File: config.mk
export PLATFORM = sky130hd
export DESIGN_NAME = store_narrow_flat
export DESIGN_NICKNAME = d
export VERILOG_FILES = /design/src/rtl/store_narrow_if.sv /design/src/rtl/store_narrow.sv /design/src/flat_wrapper.sv
export SDC_FILE = /design/constraint.sdc
export NUM_CORES = 1
export LEC_CHECK = 0
export ABC_AREA = 0
export CORE_AREA = 2 2 64 127
export CTS_BUF_LIST = sky130_fd_sc_hd__clkbuf_2 sky130_fd_sc_hd__clkbuf_4 sky130_fd_sc_hd__clkbuf_8
export CTS_CLUSTER_DIAMETER = 40
export DETAILED_ROUTE_END_ITERATION = 12
export DIE_AREA = 0 0 66 129
export GPL_TIMING_DRIVEN = 0
export PLACE_DENSITY = 0.87
export SYNTH_ARGS = -nofsm -noshare
export SYNTH_HDL_FRONTEND = slang
export SYNTH_SLANG_ARGS = --single-unit
File: constraint.sdc
create_clock -name clk_in -period 2.8 [get_ports clk_in]
set_input_delay 0.56 -clock clk_in [delete_from_list [all_inputs] [get_ports clk_in]]
set_output_delay 0.56 -clock clk_in [all_outputs]
set_load 0.1 [all_outputs]
File: src/rtl/store_narrow_if.sv
// store_narrow_if: request-side and memory-write-side bundle for store_narrow.
// The slave modport is the packer's view; master is the requester/memory view.
`default_nettype none

interface store_narrow_if #(
   parameter int ADDR_W = 32
);
   logic              reqValid_in;
   logic              reqReady_out;
   logic [ADDR_W-1:0] addr_in;
   logic [31:0]       word_in;
   logic [1:0]        size_in;
   logic              memValid_out;
   logic              memReady_in;
   logic [ADDR_W-1:0] memAddr_out;
   logic [15:0]       memData_out;
   logic [1:0]        memByteEn_out;
   logic              done_out;
   logic              misalign_out;

   modport slave (
      input  reqValid_in, addr_in, word_in, size_in, memReady_in,
      output reqReady_out, memValid_out, memAddr_out, memData_out,
             memByteEn_out, done_out, misalign_out
   );

   modport master (
      output reqValid_in, addr_in, word_in, size_in, memReady_in,
      input  reqReady_out, memValid_out, memAddr_out, memData_out,
             memByteEn_out, done_out, misalign_out
   );
endinterface

`default_nettype wire

File: src/rtl/store_narrow.sv
// store_narrow: packs byte/half/word stores onto a 16-bit little-endian write port.
// Define MISALIGN_TRAP_EN to drop misaligned half/word stores with a misalign pulse.
`default_nettype none

module store_narrow #(
   parameter int ADDR_W = 32
) (
   input  logic          clk_in,
   input  logic          rst_n_in,
   store_narrow_if.slave bus
);
   typedef enum logic [1:0] {
      IDLE    = 2'd0,
      BEAT_LO = 2'd1,
      BEAT_HI = 2'd2
   } state_t;

   state_t            state;
   logic              req_ready;
   logic              mem_valid;
   logic [ADDR_W-1:0] mem_addr;
   logic [15:0]       mem_data;
   logic [1:0]        mem_be;
   logic              done;
   logic              two_beats;
   logic [15:0]       hi_data;

   logic              trap;
   logic [ADDR_W-1:0] half_addr;
   logic [ADDR_W-1:0] word_addr;

   assign half_addr = {bus.addr_in[ADDR_W-1:1], 1'b0};
   // Word stores always start on a 4-byte boundary; misaligned low bits are dropped.
   assign word_addr = {bus.addr_in[ADDR_W-1:2], 2'b00};

`ifdef MISALIGN_TRAP_EN
   logic misalign;
   assign trap = (bus.size_in == 2'b01 && bus.addr_in[0]) ||
                 (bus.size_in == 2'b10 && bus.addr_in[1:0] != 2'b00);
   assign bus.misalign_out = misalign;
`else
   assign trap             = 1'b0;
   assign bus.misalign_out = 1'b0;
`endif

   always_ff @(posedge clk_in or negedge rst_n_in) begin
      if (!rst_n_in) begin
         state     <= IDLE;
         req_ready <= 1'b1;
         mem_valid <= 1'b0;
         mem_addr  <= '0;
         mem_data  <= '0;
         mem_be    <= '0;
         done      <= 1'b0;
         two_beats <= 1'b0;
         hi_data   <= '0;
`ifdef MISALIGN_TRAP_EN
         misalign  <= 1'b0;
`endif
      end else begin
         done <= 1'b0;
`ifdef MISALIGN_TRAP_EN
         misalign <= 1'b0;
`endif
         case (state)
            IDLE: begin
               if (bus.reqValid_in) begin
                  if (trap) begin
                     done <= 1'b1;
`ifdef MISALIGN_TRAP_EN
                     misalign <= 1'b1;
`endif
                  end else begin
                     case (bus.size_in)
                        2'b00: begin
                           mem_addr  <= half_addr;
                           mem_data  <= {bus.word_in[7:0], bus.word_in[7:0]};
                           mem_be    <= bus.addr_in[0] ? 2'b10 : 2'b01;
                           two_beats <= 1'b0;
                           mem_valid <= 1'b1;
                           req_ready <= 1'b0;
                           state     <= BEAT_LO;
                        end
                        2'b01: begin
                           mem_addr  <= half_addr;
                           mem_data  <= bus.word_in[15:0];
                           mem_be    <= 2'b11;
                           two_beats <= 1'b0;
                           mem_valid <= 1'b1;
                           req_ready <= 1'b0;
                           state     <= BEAT_LO;
                        end
                        2'b10: begin
                           mem_addr  <= word_addr;
                           mem_data  <= bus.word_in[15:0];
                           mem_be    <= 2'b11;
                           two_beats <= 1'b1;
                           hi_data   <= bus.word_in[31:16];
                           mem_valid <= 1'b1;
                           req_ready <= 1'b0;
                           state     <= BEAT_LO;
                        end
                        default: begin
                           // Reserved size: retire immediately with no beats.
                           done <= 1'b1;
                        end
                     endcase
                  end
               end
            end
            BEAT_LO: begin
               if (bus.memReady_in) begin
                  if (two_beats) begin
                     mem_addr <= mem_addr + ADDR_W'(2);
                     mem_data <= hi_data;
                     state    <= BEAT_HI;
                  end else begin
                     mem_valid <= 1'b0;
                     req_ready <= 1'b1;
                     done      <= 1'b1;
                     state     <= IDLE;
                  end
               end
            end
            BEAT_HI: begin
               if (bus.memReady_in) begin
                  mem_valid <= 1'b0;
                  req_ready <= 1'b1;
                  done      <= 1'b1;
                  state     <= IDLE;
               end
            end
            default: begin
               mem_valid <= 1'b0;
               req_ready <= 1'b1;
               state     <= IDLE;
            end
         endcase
      end
   end

   assign bus.reqReady_out  = req_ready;
   assign bus.memValid_out  = mem_valid;
   assign bus.memAddr_out   = mem_addr;
   assign bus.memData_out   = mem_data;
   assign bus.memByteEn_out = mem_be;
   assign bus.done_out      = done;
endmodule

`default_nettype wire

File: src/flat_wrapper.sv
// flat-port wrapper written by rule: the top's interface ports become plain ports
module store_narrow_flat 
#(
   parameter int ADDR_W = 32
)
  (clk_in, rst_n_in, bus_reqValid_in, bus_addr_in, bus_word_in, bus_size_in, bus_memReady_in, bus_reqReady_out, bus_memValid_out, bus_memAddr_out, bus_memData_out, bus_memByteEn_out, bus_done_out, bus_misalign_out);
  store_narrow_if #(.ADDR_W(ADDR_W)) bus_i ();
  input  logic clk_in;
  input  logic rst_n_in;
  input wire logic [$bits(bus_i.reqValid_in)-1:0] bus_reqValid_in;
  input wire logic [$bits(bus_i.addr_in)-1:0] bus_addr_in;
  input wire logic [$bits(bus_i.word_in)-1:0] bus_word_in;
  input wire logic [$bits(bus_i.size_in)-1:0] bus_size_in;
  input wire logic [$bits(bus_i.memReady_in)-1:0] bus_memReady_in;
  output wire logic [$bits(bus_i.reqReady_out)-1:0] bus_reqReady_out;
  output wire logic [$bits(bus_i.memValid_out)-1:0] bus_memValid_out;
  output wire logic [$bits(bus_i.memAddr_out)-1:0] bus_memAddr_out;
  output wire logic [$bits(bus_i.memData_out)-1:0] bus_memData_out;
  output wire logic [$bits(bus_i.memByteEn_out)-1:0] bus_memByteEn_out;
  output wire logic [$bits(bus_i.done_out)-1:0] bus_done_out;
  output wire logic [$bits(bus_i.misalign_out)-1:0] bus_misalign_out;
  assign bus_i.reqValid_in = bus_reqValid_in;
  assign bus_i.addr_in = bus_addr_in;
  assign bus_i.word_in = bus_word_in;
  assign bus_i.size_in = bus_size_in;
  assign bus_i.memReady_in = bus_memReady_in;
  assign bus_reqReady_out = bus_i.reqReady_out;
  assign bus_memValid_out = bus_i.memValid_out;
  assign bus_memAddr_out = bus_i.memAddr_out;
  assign bus_memData_out = bus_i.memData_out;
  assign bus_memByteEn_out = bus_i.memByteEn_out;
  assign bus_done_out = bus_i.done_out;
  assign bus_misalign_out = bus_i.misalign_out;
  store_narrow #(.ADDR_W(ADDR_W)) u_core (.clk_in(clk_in), .rst_n_in(rst_n_in), .bus(bus_i));
endmodule
==> flow_metrics.py, run 1 <==
metrics = {
    "finish": {
        "layout.nets": 629,
        "layout-drive-gt1-share": 0.0980,
        "area_growth_syn_to_layout_pct": 40.4,
        "diodes": 0,
        "fin_cells": 655,
    },
    "clock_tree": {
        "root_buffer": "clkbuf_8",
        "ctsResizeCount": 0,
        "h-tree-depth": 3,
        "cts_setup_buffers": 0,
        "clk_pin_slew_ns": 0.07,
        "cts_tree": "done",
        "clock_latency_ns": 0.35,
        "cts_buffer_depth": 2,
        "numCtsBuffers": 9,
        "clock-sinks": 71,
        "hold_buffers": 0,
    },
    "setup_path": {
        "rrSetupSlack_ns": 0.63,
        "cp.required_ns": 2.24,
        "path_class": "flip-flop to output port",
        "end_kind": "output port",
        "cp_max_fo": 8,
        "crit_cells": 1,
        "worstSetupStartpointType": "flip-flop",
        "reg2reg_to": "u_core.bus.memAddr_out[18]$_DFFE_PN0P_",
        "critPathBufInv": 1,
        "cp_data_arrival_time_ns": 2.03,
        "cp_top_family": "buffers and inverters",
        "crit_chain": "clkdlybuf4s50_1",
        "rr_worst_depth": 5,
        "crit_start": "u_core.bus.memAddr_out[7]$_DFFE_PN0P_",
        "cp_slowest_cell": "clkdlybuf4s50_1",
        "r2r-start": "u_core.state[0]$_DFFE_PN0P_",
        "slowest_delay_ns": 1.19,
    },
    "synthesis": {
        "syn_avg_cell_area_um2": 9.08,
        "syn-instance-count": 423,
        "synthFlopType": "dfrtp_1",
        "synth_cell_types": 51,
        "async_reset_ff_frac": 1.00,
        "synth_top_area_cell": "dfrtp_1",
        "synth_edf_count": 0,
        "synthTopCellsByCount": "70 x dfrtp_1, 50 x nand2_1, 37 x a21oi_1",
        "synth_area_leaders": "dfrtp_1 46%, nand2_1 4.9%, a21oi_1 4.8%",
        "ys_seq_area_frac": 0.463,
        "synth_seq_cells": 71,
        "synth_most_common_cell": "dfrtp_1",
        "yosys.area.top_type_share": 0.456,
        "yosysWarningCount": 0,
        "netlist_area_mm2": 0.00384,
    },
    "global_routing": {
        "grt_overflow": 0,
        "use_met3": 0.0682,
        "grt_pass1_wl_um": 19900,
        "grt-busiest-layer": "met2",
        "grt_pass1_vias": 4198,
        "grt_max_degree": 72,
        "grt_use_met2": 0.570,
        "antenna_found_initial": 0,
        "grt.total_usage": 0.312,
        "gr-usage-met1": 0.313,
    },
    "floorplanning": {
        "initial_core_util": 0.509,
        "io_pins": 124,
        "die_area_mm2": 0.00851,
        "die_w_um": 66,
        "die_h_um": 129,
        "num_rows": 45,
        "core_mm2": 0.00754,
    },
    "run": {
        "max_cap_violations": 0,
    },
    "sta": {
        "rsz0062_at_grt": "false",
        "hold_violations": 0,
        "post-route-period-util": 0.926,
        "layout_min_cycle_time_ns": 2.59,
        "finalSetupViolCount": 0,
        "worstMarginPinSlew_ns": 1.06,
        "fin_worst_skew_ns": 0.00633,
        "max_freq_mhz": 385,
        "relSlewSlack": 0.289,
        "slew_viol_final": 0,
    },
    "drt": {
        "firstDrtPassIters": 5,
        "postRouteWirelength_um": 12600,
        "route.detailed.drc": 0,
        "avgViaCountPerCell": 6.16,
        "vias": 4032,
        "ant_nets": 0,
        "drt_iter0_drc": 361,
        "routedWlPerCell_um": 19.3,
    },
    "place": {
        "hpwl_um": 9390,
        "gp_congestion": 0.904,
        "place_inst": 639,
        "port_buffers": 121,
    },
    "hold_path": {
        "hold_path.class": "input pin to async pin",
    },
    "run_status": {
        "status": "finished, final reports clean",
    },
}
[stage by stage]
stage	setup WS, ns	setup TNS, ns	util	hold slack [ns]	cell area, um^2
after detailed placement	-0.0287	-0.0658	0.686	0.476	5170
after global placement	-1.22	-85.32	0.686	0.469	5170
after floorplan	0.326	0	-	0.264	3850
after global routing	0.132	0	0.715	0.402	5390
after CTS	0.204	0	0.715	0.355	5390
final	0.206	0	0.715	0.324	5390
[metal layers]
metal  vias to the layer above  wire length, um
li1                       1810                -
met1                      1906             4060
met2                       255             6970
met3                        61              956
met4                         0              631
met5                         -                0
[kinds of logic after synthesis]
group	count (synthesis)	synth area share
AOI/OAI and AO/OA	123	0.198
adders and majority gates	3	0.00977
buffers and inverters	37	0.0475
DFF	71	0.463
muxes	24	0.0677
other	1	0.000976
and+or+nand+nor	164	0.214
[state kept, by name, summed over array words and instances (netlist names)]
signal	flops
u_core.bus.done_out	1
u_core.bus.memAddr_out	31
u_core.bus.memByteEn_out	2
u_core.bus.memData_out	16
u_core.bus.memValid_out	1
u_core.bus.reqReady_out	1
u_core.hi_data	16
u_core.state	2
u_core.two_beats	1
[worst max-delay path by stage]
stage / endpoint / slack [ns]
6_report: bus_memAddr_out[7] / 0.21
5_1_grt: u_core.bus.memAddr_out[18]$_DFFE_PN0P_ / 0.13
4_1_cts: bus_memAddr_out[7] / 0.20
3_5_place_dp: u_core.bus.memAddr_out[22]$_DFFE_PN0P_ / -0.03
3_3_place_gp: u_core.bus.memAddr_out[11]$_DFFE_PN0P_ / -1.22
2_1_floorplan: u_core.bus.memAddr_out[29]$_DFFE_PN0P_ / 0.33
[placed cells by master, fill, tap and decap left out, types with 3 or more instances in the layout]
cell type,netlist,layout
clkdlybuf4s50_1,0,120
o21ai_0,31,31
mux2_2,14,14
nor2_1,33,33
o22ai_1,8,8
a31oi_1,14,14
nand4_1,3,3
and2_1,3,3
ha_1,3,3
dfrtp_1,70,70
nor3_1,15,15
a211oi_1,7,7
nand2b_1,3,3
clkinv_2,0,3
nand2_1,50,50
a311oi_1,8,8
clkbuf_1,12,12
nand3_1,26,26
buf_1,3,3
buf_2,8,8
or3_1,10,10
and3_1,7,7
inv_1,8,8
a21oi_1,37,37
buf_4,3,4
clkbuf_8,0,10
mux2i_1,8,8
o22a_1,3,3
buf_6,3,3
[layout make-up]
| cell class | instances | area (um^2) |
|---|---|---|
| Buffer | 29 | 153 |
| Clock buffer | 10 | 138 |
| Clock inverter | 6 | 83.8 |
| Fill cell | 602 | 2150 |
| Inverter | 8 | 30.0 |
| Multi-Input combinational cell | 316 | 1890 |
| Sequential cell | 71 | 1780 |
| Tap cell | 94 | 118 |
| Timing Repair Buffer | 121 | 1210 |
Power of run 1 is not shown: default switching activity piles up to over one toggle a cycle in this logic, so the estimate is an artifact.
==> run 2, diff against run 1 <==
--- a/config.mk
+++ b/config.mk
@@ -13,6 +13,7 @@
 export DIE_AREA = 0 0 66 129
 export GPL_TIMING_DRIVEN = 0
 export PLACE_DENSITY = 0.87
+export RECOVER_POWER = 50
 export SYNTH_ARGS = -nofsm -noshare
 export SYNTH_HDL_FRONTEND = slang
 export SYNTH_SLANG_ARGS = --single-unit
==> flow_metrics.py, run 2 (synthesized netlist as in run 1, its figures left out) <==
metrics = {
    "global_routing": {
        "grt.total_usage": 0.312,
        "antenna_found_initial": 0,
        "grt_overflow": 0,
        "grt_pass1_wl_um": 19900,
        "grt_pass1_vias": 4198,
        "grt_max_degree": 72,
    },
    "finish": {
        "final_util": 0.714,
        "area_growth_syn_to_layout_pct": 40.1,
        "layout-drive-gt1-share": 0.0891,
        "largest_register_ffs": 31,
        "layout_commonest_cell": "clkdlybuf4s50_1",
        "layout.nets": 629,
        "fin_area_mm2": 0.00539,
        "final_cell_mix": "119 x clkdlybuf4s50_1, 70 x dfrtp_1, 50 x nand2_1",
        "fin_cells": 655,
        "fill_cells": 603,
        "diodes": 0,
    },
    "hold_path": {
        "hold_depth": 2,
        "hold_path.class": "flip-flop to flip-flop",
        "min_from": "u_core.bus.memData_out[11]$_DFFE_PN0P_",
        "holdPathEnd": "u_core.bus.memData_out[11]$_DFFE_PN0P_",
    },
    "floorplanning": {
        "io_pins": 124,
        "initial_core_util": 0.509,
        "core_mm2": 0.00754,
        "die_h_um": 129,
        "die_area_mm2": 0.00851,
        "num_rows": 45,
        "die_w_um": 66,
    },
    "drt": {
        "vias": 4029,
        "route.detailed.drc": 0,
        "firstDrtPassIters": 7,
        "routedWlPerCell_um": 19.3,
        "avgViaCountPerCell": 6.15,
        "ant_nets": 0,
        "postRouteWirelength_um": 12600,
        "drt_iter0_drc": 391,
    },
    "place": {
        "hpwl_um": 9390,
        "port_buffers": 121,
        "place_inst": 639,
        "dpl-instance-area_mm2": 0.00517,
        "gp_congestion": 0.904,
        "post-place-ws_ns": -0.0287,
    },
    "clock_tree": {
        "ctsResizeCount": 0,
        "cts_tree": "done",
        "hold_buffers": 0,
        "cts_buffer_depth": 2,
        "h-tree-depth": 3,
        "root_buffer": "clkbuf_8",
        "clk_pin_slew_ns": 0.07,
        "clock-sinks": 71,
        "cts_setup_buffers": 0,
        "numCtsBuffers": 9,
        "clock_latency_ns": 0.35,
    },
    "setup_path": {
        "worstSetupStartpointType": "input pin",
        "cp_max_fo": 10,
        "end_kind": "flip-flop",
        "cp_data_arrival_time_ns": 2.90,
        "r2r-start": "u_core.state[1]$_DFFE_PN0P_",
        "rr_worst_depth": 6,
        "reg2reg_to": "u_core.bus.memAddr_out[21]$_DFFE_PN0P_",
        "path_class": "input pin to flip-flop",
        "cp.required_ns": 3.09,
        "rrSetupSlack_ns": 0.48,
    },
    "sta": {
        "rsz0062_at_grt": "false",
        "layout_min_cycle_time_ns": 2.61,
        "setup_slack_ns": 0.187,
        "relSlewSlack": -0.173,
        "post-route-period-util": 0.933,
        "max_freq_mhz": 383,
        "finalSetupViolCount": 0,
        "hold_violations": 0,
        "fin_worst_skew_ns": 0.00393,
        "slew_viol_final": 72,
        "worstMarginPinSlew_ns": 1.76,
    },
    "run_status": {
        "violations": "capacitance limit, slew limit",
        "status": "finished with violations",
    },
    "run": {
        "max_cap_violations": 1,
    },
}
run 2: final cells by class:
class / instances / area [um^2] / area share
buffer: 29 / 149 / 0.0276
multi-input combinational: 316 / 1880 / 0.350
tap: 94 / 118 / 0.0218
timing repair buffer: 121 / 1210 / 0.224
sequential: 71 / 1780 / 0.330
clock inverter: 6 / 83.8 / 0.0156
inverter: 8 / 30.0 / 0.00558
clock buffer: 10 / 138 / 0.0256
run 2: how the worst max path moves through the flow:
stage                                     startpoint  depth (start not counted)  slack, ns                                     end
2_1_floorplan  u_core.bus.memAddr_out[1]$_DFFE_PN0P_                          6       0.33  u_core.bus.memAddr_out[29]$_DFFE_PN0P_
3_3_place_gp                                rst_n_in                          1      -1.22  u_core.bus.memAddr_out[11]$_DFFE_PN0P_
3_5_place_dp                          bus_size_in[0]                          7      -0.03  u_core.bus.memAddr_out[22]$_DFFE_PN0P_
4_1_cts        u_core.bus.memAddr_out[7]$_DFFE_PN0P_                          1       0.20                      bus_memAddr_out[7]
5_1_grt                               bus_size_in[0]                          7       0.08   u_core.bus.memAddr_out[1]$_DFFE_PN0P_
6_report                              bus_size_in[0]                          7       0.19   u_core.bus.memAddr_out[1]$_DFFE_PN0P_
run 2: worst max-delay path, cell delays in order:
cell and delay [ns]:
dlygate4sd3_1 0.57, ha_1 0.26, or3b_1 0.40, a21oi_2 0.36, clkbuf_1 0.46, nand4b_1 0.19, nand2_1 0.11
run 2: layer usage:
| layer | part of all wire | routed length (um) | vias to the layer above | track usage |
|---|---|---|---|---|
| li1 | - | - | 1814 | - |
| met1 | 0.33 | 4160 | 1902 | 0.313 |
| met2 | 0.55 | 6910 | 248 | 0.570 |
| met3 | 0.072 | 914 | 65 | 0.0682 |
| met4 | 0.052 | 660 | 0 | 0.184 |
| met5 | 0 | 0 | - | 0 |
run 2: per-stage QoR:
step	hold WS, ns	setup TNS, ns
after floorplan	0.264	0
after global placement	0.469	-85.32
after detailed placement	0.476	-0.0658
after CTS	0.355	0
after global routing	0.520	0
final	0.487	0
Power of run 2 is left out for the same reason.
